[config.mk]
export PLATFORM = sky130hd
export DESIGN_NAME = ttt_game_sequencer
export DESIGN_NICKNAME = d
export VERILOG_FILES = /design/src/rtl/ttt_pkg.sv /design/src/rtl/ttt_line_check.sv /design/src/rtl/ttt_game_sequencer.sv
export SDC_FILE = /design/constraint.sdc
export NUM_CORES = 1
export LEC_CHECK = 0
export ABC_AREA = 1
export CAP_MARGIN = 20
export CORE_ASPECT_RATIO = 0.8
export CORE_MARGIN = 3
export CORE_UTILIZATION = 40
export CTS_CLUSTER_SIZE = 20
export DETAILED_ROUTE_END_ITERATION = 12
export DONT_BUFFER_PORTS = 1
export GPL_TIMING_DRIVEN = 0
export PLACE_DENSITY = 0.54
export SLEW_MARGIN = 0
export SYNTH_ARGS = -nofsm -noshare
export SYNTH_HDL_FRONTEND = slang
export SYNTH_HIERARCHICAL = 1
export SYNTH_SLANG_ARGS = --single-unit
[constraint.sdc]
create_clock -name Clk -period 2.2 [get_ports Clk]
set_clock_uncertainty 0.05 [all_clocks]
set_input_delay 0.11 -clock Clk [delete_from_list [all_inputs] [get_ports Clk]]
set_output_delay 0.11 -clock Clk [all_outputs]
set_load 0.03 [all_outputs]
[src/rtl/ttt_pkg.sv]
// Shared types and constants for the tic-tac-toe game sequencer.
// Board bit 0 is the top-left cell and the cells run in row-major order.
package ttt_pkg;

    typedef enum logic [1:0] {
        ST_PLAY  = 2'd0,
        ST_CHECK = 2'd1,
        ST_WIN   = 2'd2,
        ST_DRAW  = 2'd3
    } state_t;

    localparam logic [1:0] WIN_NONE = 2'b00;
    localparam logic [1:0] WIN_X    = 2'b01;
    localparam logic [1:0] WIN_O    = 2'b10;
    localparam logic [1:0] WIN_DRAW = 2'b11;

    localparam int NUM_LINES = 8;

    // The rows, then the columns, then the two diagonals.
    localparam logic [8:0] LINE_MASK [0:NUM_LINES-1] = '{
        9'h007, 9'h038, 9'h1C0,
        9'h049, 9'h092, 9'h124,
        9'h111, 9'h054
    };

    localparam logic [8:0] BOARD_FULL = 9'h1FF;

    function automatic logic is_onehot9(input logic [8:0] v);
        return (v != 9'd0) && ((v & (v - 9'd1)) == 9'd0);
    endfunction

endpackage

[src/rtl/ttt_line_check.sv]
// Combinational win detector for one player's board.
// mask is the union of every completed line, so a double win lights both lines.
module ttt_line_check
    import ttt_pkg::*;
(
    input  logic [8:0] board,
    output logic       line_hit,
    output logic [8:0] mask
);

    always_comb begin
        mask     = 9'd0;
        line_hit = 1'b0;
        for (int i = 0; i < NUM_LINES; i++) begin
            if ((board & LINE_MASK[i]) == LINE_MASK[i]) begin
                mask     = mask | LINE_MASK[i];
                line_hit = 1'b1;
            end
        end
    end

endmodule

[src/rtl/ttt_game_sequencer.sv]
// Tic-tac-toe game controller: board ownership, turn order, move legality,
// one-cycle win/draw evaluation and saturating per-player score counters.
module ttt_game_sequencer
    import ttt_pkg::*;
#(
    parameter int SCORE_W   = 4,
    parameter bit ALT_START = 1'b1
) (
    input  logic               Clk,
    input  logic               Reset,
    input  logic               new_game,
    input  logic               move_valid,
    input  logic [8:0]         cell_sel,
    output logic [8:0]         board_x,
    output logic [8:0]         board_o,
    output logic               cur_player,
    output logic               busy,
    output logic               move_err,
    output logic               game_over,
    output logic [1:0]         winner,
    output logic [8:0]         win_mask,
    output logic [SCORE_W-1:0] score_x,
    output logic [SCORE_W-1:0] score_o
);

    state_t     state, state_next;
    logic       start_player;
    logic       start_next;
    logic [8:0] occupied;
    logic [8:0] mover_board;
    logic [8:0] line_mask;
    logic       line_hit;
    logic       accept, reject, do_win, do_draw, do_toggle;

    function automatic logic [SCORE_W-1:0] sat_inc(input logic [SCORE_W-1:0] v);
        return (v == {SCORE_W{1'b1}}) ? v : v + SCORE_W'(1);
    endfunction

    assign occupied    = board_x | board_o;
    // cur_player only toggles after CHECK, so during CHECK it still names the mover.
    assign mover_board = cur_player ? board_o : board_x;
    assign start_next  = ALT_START ? ~start_player : 1'b0;

    assign busy      = (state == ST_CHECK);
    assign game_over = (state == ST_WIN) || (state == ST_DRAW);

    ttt_line_check u_line_check (
        .board    (mover_board),
        .line_hit (line_hit),
        .mask     (line_mask)
    );

    always_ff @(posedge Clk) begin
        if (Reset) state <= ST_PLAY;
        else       state <= state_next;
    end

    always_comb begin
        state_next = state;
        accept     = 1'b0;
        reject     = 1'b0;
        do_win     = 1'b0;
        do_draw    = 1'b0;
        do_toggle  = 1'b0;
        if (new_game) begin
            state_next = ST_PLAY;
        end else begin
            case (state)
                ST_PLAY: begin
                    if (move_valid) begin
                        if (is_onehot9(cell_sel) && ((occupied & cell_sel) == 9'd0)) begin
                            accept     = 1'b1;
                            state_next = ST_CHECK;
                        end else begin
                            reject = 1'b1;
                        end
                    end
                end
                ST_CHECK: begin
                    // A line completed on the last empty cell is a win, not a draw.
                    if (line_hit) begin
                        do_win     = 1'b1;
                        state_next = ST_WIN;
                    end else if (occupied == BOARD_FULL) begin
                        do_draw    = 1'b1;
                        state_next = ST_DRAW;
                    end else begin
                        do_toggle  = 1'b1;
                        state_next = ST_PLAY;
                    end
                end
                ST_WIN, ST_DRAW: state_next = state;
                default:         state_next = ST_PLAY;
            endcase
        end
    end

    always_ff @(posedge Clk) begin
        if (Reset) begin
            board_x      <= 9'd0;
            board_o      <= 9'd0;
            cur_player   <= 1'b0;
            start_player <= 1'b0;
            move_err     <= 1'b0;
            winner       <= WIN_NONE;
            win_mask     <= 9'd0;
            score_x      <= '0;
            score_o      <= '0;
        end else begin
            move_err <= reject;
            if (new_game) begin
                board_x      <= 9'd0;
                board_o      <= 9'd0;
                winner       <= WIN_NONE;
                win_mask     <= 9'd0;
                start_player <= start_next;
                cur_player   <= start_next;
            end else begin
                if (accept) begin
                    if (cur_player) board_o <= board_o | cell_sel;
                    else            board_x <= board_x | cell_sel;
                end
                if (do_toggle) cur_player <= ~cur_player;
                if (do_win) begin
                    winner   <= cur_player ? WIN_O : WIN_X;
                    win_mask <= line_mask;
                    if (cur_player) score_o <= sat_inc(score_o);
                    else            score_x <= sat_inc(score_x);
                end
                if (do_draw) winner <= WIN_DRAW;
            end
        end
    end

endmodule

# Yosys cells after proc, flatten, opt, wreduce, memory -nomap -nowiden
# Index checks and enable logic that the tools add are counted.
# Widths: inputs -> output; s select.
classes:
  n_addsub: 3
  n_eq_ne: 16
  mux: 43
  bitwise: 13
  n_reduce_logical: 17
op_table:
  columns: ["operator", "count"]
  rows:
  - ["$mux 9", 4]
  - ["$or 9x9->9", 3]
  - ["$mux 1", 26]
  - ["$eq 3x3->1 const B", 8]
  - ["$and 9x9->9", 2]
  - ["$logic_not 9->1", 2]
  - ["$mux 2", 7]
  - ["$mux 7", 2]
  - ["$eq 9x9->1 const B", 1]
  - ["$reduce_bool 9->1", 1]
  - ["$sub 9x1->9 const B", 1]
  - ["$add 4x1->4 const B", 2]
  - ["$eq 4x4->1 const B", 2]
  - ["$mux 8", 1]
  - ["$not 1->1", 8]
  - ["$reduce_and 4->1", 2]
  - ["$mux 6", 1]
  - ["$eq 2x2->1 const B", 2]
  - ["$ne 2x2->1 const B", 2]
  - ["$pmux 2 s2", 1]
  - ["$reduce_and 2->1", 2]
  - ["$reduce_bool 2->1", 2]
  - ["$reduce_or 2->1", 2]
  - ["$reduce_or 4->1", 1]
  - ["6 further kinds", 7]
totals:
  register_bits: 42
  in_bits: 13
  output_inout_bits: 41
  word_cells: 102

# Logic depth before layout (Yosys ltp)
logic_depth:
  ltp_word: 15
  mapped_depth: 16
  depth_no_buf: 14

# Cells and area by module
# The synthesis kept the hierarchy.
modules_own_cells:
  columns: ["module", "n_inst", "cells_per_inst", "area_per_inst_um2", "seq_area_each_um2"]
  rows:
  - ["ttt_game_sequencer", 1, 284, 1981.9, 840.8]
  - ["ttt_line_check", 1, 24, 107.6, 0.0]

# Least setup slack after synthesis
# Ideal clock, no wire load.
synth_timing:
  path_type: "register to register"
  startpoint: "register cur_player"
  endpoint: "register score_x[3]"
  setup_ns: 0.131
  arrival_time_ns: 2.527
  required_ns: 2.019
  slack_ns: -0.508
  path_stages_with_launch: 17
  n_path_buf: 2
  period_less_slack_ns: 2.708
  path_cell_list: "dfxtp_1 -> buf_2 -> buf_1 -> nand2_1 -> o21ai_0 -> nand3_1 -> nand2_1 -> nor2_2 -> nand2_1 -> inv_2 -> nor2_1 -> nand2_1 -> nor2_2 -> nand2_1 -> nor2_1 -> nand4_1 -> nor3b_1"
synth_via:
  word_cells_on_any_way: 22
  cone_classes: "eq/ne: 8; mux: 12; bitwise: 1; reduce/logical: 1"
synth_rtl:
  columns: ["item", "line", "text"]
  rows:
  - ["start, declared", "ttt_game_sequencer.sv:16", "output logic cur_player,"]
  - ["start signal, assigned", "ttt_game_sequencer.sv:117", "cur_player <= start_next;"]
  - ["start signal, assigned", "ttt_game_sequencer.sv:123", "if (do_toggle) cur_player <= ~cur_player;"]
  - ["$mux 9 *", "ttt_game_sequencer.sv:41", "assign mover_board = cur_player ? board_o : board_x;"]
  - ["named net mover_board[4]", "ttt_game_sequencer.sv:30", "logic [8:0] mover_board;"]
  - ["$eq 3x3->1", "ttt_line_check.sv:15", "if ((board & LINE_MASK[i]) == LINE_MASK[i]) begin"]
  - ["$mux 1 (6 in a row)", "ttt_line_check.sv:15", null]
  - ["$mux 1 *", "ttt_line_check.sv:15", null]
  - ["named net line_hit", "ttt_game_sequencer.sv:32", "logic line_hit;"]
  - ["$mux 1 *", "ttt_game_sequencer.sv:81", "if (line_hit) begin"]
  - ["$mux 1 *", "ttt_game_sequencer.sv:68", "case (state)"]
  - ["$mux 1 *", "ttt_game_sequencer.sv:65", "if (new_game) begin"]
  - ["$reduce_and 4->1 (no line) *", null, null]
  - ["end signal, assigned", "ttt_game_sequencer.sv:128", "else score_x <= sat_inc(score_x);"]
  - ["end, declared", "ttt_game_sequencer.sv:22", "output logic [SCORE_W-1:0] score_x,"]
# Mark *: on every way through the listed nets, which the timed path passes. The rest lies on a longest branch.
# A chain may end at the register's enable or synchronous reset.

# Final worst setup path
layout_timing:
  startpoint: "register cur_player"
  endpoint: "register score_x[3]"
layout_via:
  elab_chain_cells: 14
  word_cells_on_any_way: 22
  cone_classes: "eq/ne: 8; mux: 12; bitwise: 1; reduce/logical: 1"
layout_rtl:
  columns: ["item", "line"]
  rows:
  - ["$mux 9 *", "ttt_game_sequencer.sv:41"]
  - ["named net mover_board[1]", "ttt_game_sequencer.sv:30"]
  - ["$eq 3x3->1", "ttt_line_check.sv:15"]
  - ["$mux 1 (4 in a row)", "ttt_line_check.sv:15"]
  - ["$mux 1 * (4 in a row)", "ttt_line_check.sv:15"]
  - ["named net line_hit", "ttt_game_sequencer.sv:32"]
  - ["$mux 1 *", "ttt_game_sequencer.sv:81"]
  - ["$mux 1 *", "ttt_game_sequencer.sv:68"]
  - ["$mux 1 *", "ttt_game_sequencer.sv:65"]
  - ["$reduce_and 4->1 (no line) *", null]
# Marked as above.

==> results.sh <==
export IMPL_outcome="finished with violations"
export IMPL_violations="setup timing"
export IMPL_fmax_mhz=450
export IMPL_drt_pre_antenna_iters=4
export IMPL_cpPeakStageDelay_ns=0.52
export IMPL_required_ns=2.36
export IMPL_grt_remaining_overflow=0
export IMPL_antennaDiodeCount=0
export IMPL_path_clk_slew_ns=0.08
export IMPL_min_path_type="in2reg"
export IMPL_yosys_warnings=6
export IMPL_tightest_slew_ns=0.546
export IMPL_layout_drive_gt1_share_pct=25.1
export IMPL_synthCells=308
export IMPL_setup_tns_ns=-0.0381
export IMPL_hpwl_um=4370
export IMPL_cp_start_kind="flop"
export IMPL_nets=358
export IMPL_placed_cell_area_um2=2210
export IMPL_instances_no_fill=403
export IMPL_finalCritPeriodShare_pct=101
export IMPL_crit_chain="buf_8 -> nand2_2 -> o21ai_4 -> nand3_2 -> nand2_2 -> nor2_2 -> nand2_2 -> inv_2 -> nor2_4 -> nand2_4 -> nor2_4 -> nand2_4 -> nor2_4 -> a31oi_1 -> nor3b_1"
export IMPL_pre_cts_slack_ns=-0.555
export IMPL_ant_nets=0
export IMPL_viasPerCell=5.44
export IMPL_drc=0
export IMPL_ff2ff_path_depth=15
export IMPL_yosysTopAreaCellShare_pct=40.2
export IMPL_tritoncts="yes"
export IMPL_worstPathArrival_ns=2.39
export IMPL_p_leak_nw=1.11
export IMPL_grt_first_pass_wirelength_um=10600
export IMPL_period_minus_slack_ns=2.22
export IMPL_synth_avg_cell_area_um2=6.78
export IMPL_setup_viol=2
export IMPL_rows=22
export IMPL_worstSetupEndpointType="flop"
export IMPL_wire_per_inst_um=15.9
export IMPL_grt_pass1_vias=2104
export IMPL_slew_headroom_pct=63.6
export IMPL_setup_ws_ns=-0.0221
export IMPL_area_growth_syn_to_layout_pct=32.2
export IMPL_wl_um=6410
export IMPL_finalInstanceArea_um2=2760
export IMPL_slew_viol_final=0
export IMPL_p_per_area_nw_per_um2=504
export IMPL_synth_top_cell_by_area="dfxtp_1"
export IMPL_synth_area_leaders="dfxtp_1, nand2_1, nor2_1, nand3_1, a21oi_1"
export IMPL_cpMaxStageDelayCell="dfxtp_4"
export IMPL_cp_max_fo=7
export IMPL_cts_htree_levels=2
export IMPL_start_util_pct=43.4
export IMPL_first_iter_violations=119
export IMPL_critical_path_buf_inv_count=2
export IMPL_root_buffer="clkbuf_8"
export IMPL_r2r_end="score_x[3]"
export IMPL_r2r_start="cur_player"
export IMPL_clk_latency_ns=0.30
export IMPL_peakVddDrop_mv=0.370
export IMPL_path_delay_family="simple AND/OR/NAND/NOR gates"
export IMPL_antenna_found_initial=0
export IMPL_synthDistinctLibCells=26
export IMPL_rsz0062_at_grt="yes"
export IMPL_worstHoldStart="move_valid"
export IMPL_power_mw=1.39
export IMPL_place_gp_congestion=0.864
export IMPL_fp_dieH_um=70.6
export IMPL_die_area_um2=6130
export IMPL_synth_nets=323
export IMPL_synth_area_um2=2090
export IMPL_yosys_register_bits=42
export IMPL_cts_buffer_depth=2
export IMPL_regToRegSetupSlack_ns=-0.02
export IMPL_n_fill_cell=455
export IMPL_post_place_cells=368
export IMPL_hold_viol=0
export IMPL_cts_sinks=42
export IMPL_cap_violations=0
export IMPL_core_area_um2=4820
export IMPL_yosysSeqAreaShare_pct=40.2
export IMPL_critical_path_class="reg2reg"
export IMPL_grt_start_max_net_pins=13
export IMPL_io_pins=54
export IMPL_hold_path_end="move_err"
export IMPL_whs_path_depth=2
export IMPL_grt_usage_pct=21.6
export IMPL_vias=2194
export IMPL_port_buffers=0
export IMPL_dieWidth_um=86.8
export IMPL_numCtsBuffers=5
[layout by cell type, fill, tap and decap left out, drive strengths merged]
master / instances
nand4: 20
a21oi: 26
nand3: 27
nor3: 4
a211oi: 1
ha: 2
or2: 1
a31oi: 3
clkinv: 1
o21ai: 26
nor3b: 4
dfxtp: 42
clkbuf: 13
buf: 24
inv: 37
nor2: 51
nand3b: 1
nand2: 48
dlygate4sd3: 11
xor2: 1
[state kept, by name, indices dropped and copies added, names as in the netlist]
register	flops
board_o	9
board_x	9
win_mask	9
score_o	4
score_x	4
state	2
winner	2
cur_player	1
move_err	1
start_player	1
[cell families (layout without fill, tap and decap cells)]
family / Yosys count / after routing / synth area share [%]
AO/OA/AOI/OAI: 56 / 56 / 13.7
buffers and inverters: 51 / 86 / 10.1
adder cells (fa/ha/maj): 2 / 2 / 1.20
flip-flops: 42 / 42 / 40.2
AND/OR/NAND/NOR: 156 / 156 / 34.4
XOR/XNOR: 1 / 1 / 0.419
[power by group]
group          leakage [nW]  internal [mW]  switching (mW)
sequential            0.342          0.763          0.0120
clock                0.0443          0.249           0.258
combinational         0.721         0.0425          0.0678
total                  1.11           1.05           0.338
[worst max-delay path by stage]
stage	depth (start not counted)	endpoint	startpoint
after detailed placement	14	score_x[3]	board_x[1]
after global placement	14	score_x[3]	cur_player
final	15	score_x[3]	cur_player
after floorplan	16	score_x[3]	cur_player
after global routing	15	score_x[3]	cur_player
after CTS	15	score_x[3]	cur_player
[worst reg2reg max path: stages, from the launching register on]
cell and delay [ns]:
dfxtp_4 0.52, buf_8 0.18, nand2_2 0.07, o21ai_4 0.11
nand3_2 0.14, nand2_2 0.09, nor2_2 0.05, nand2_2 0.06
inv_2 0.06, nor2_4 0.11, nand2_4 0.09, nor2_4 0.15
nand2_4 0.08, nor2_4 0.10, a31oi_1 0.08, nor3b_1 0.21
[cell type report]
class | instances | area (µm²) | share of cell area, %
Buffer | 12 | 81.3 | 2.94
Clock buffer | 7 | 86.3 | 3.12
Inverter | 38 | 145 | 5.25
Multi-Input combinational cell | 215 | 1250 | 45.4
Sequential cell | 42 | 852 | 30.8
Tap cell | 60 | 75.1 | 2.72
Timing Repair Buffer | 29 | 269 | 9.74
[synthesized netlist by cell type]
library cell	instances
o21ai_1	3
a21oi_1	26
nand3_1	27
a211oi_1	1
nor2_2	5
clkbuf_1	6
or2_0	1
nand2_2	1
buf_6	2
buf_2	3
nand4_1	20
nor3b_1	4
nand2_1	47
inv_1	29
dfxtp_1	42
clkinv_1	1
xor2_1	1
a31oi_1	3
nand3b_1	1
o21ai_0	23
inv_2	8
buf_1	2
nor2_4	1
ha_1	2
nor3_1	4
nor2_1	45
[per-stage QoR]
| step | hold WS, ns | util [%] |
|---|---|---|
| finish | 0.0152 | 57.4 |
| floorplan | 0.156 | - |
| CTS | 0.00629 | 55.8 |
| global placement | 0.161 | 45.8 |
| global route | 0.0112 | 57.4 |
| detailed placement | 0.163 | 45.8 |
[routing by layer]
metal / GRT usage [%] / wire length (µm) / up-vias
met5: 0 / 0 / -
li1: - / - / 1097
met4: 4.50 / 80 / 0
met1: 30.3 / 3120 / 1022
met2: 31.6 / 2750 / 66
met3: 8.03 / 458 / 9
[timing repair]
item,CTS,global route
pin swaps,10,10
resized for setup,44,11
buffers inserted,13,4
endpoints found under the hold margin,21,0
cloned,1,0
setup endpoints to repair,20,20
hold buffers,11,0
No activity file was read; power rests on OpenSTA's default activity.
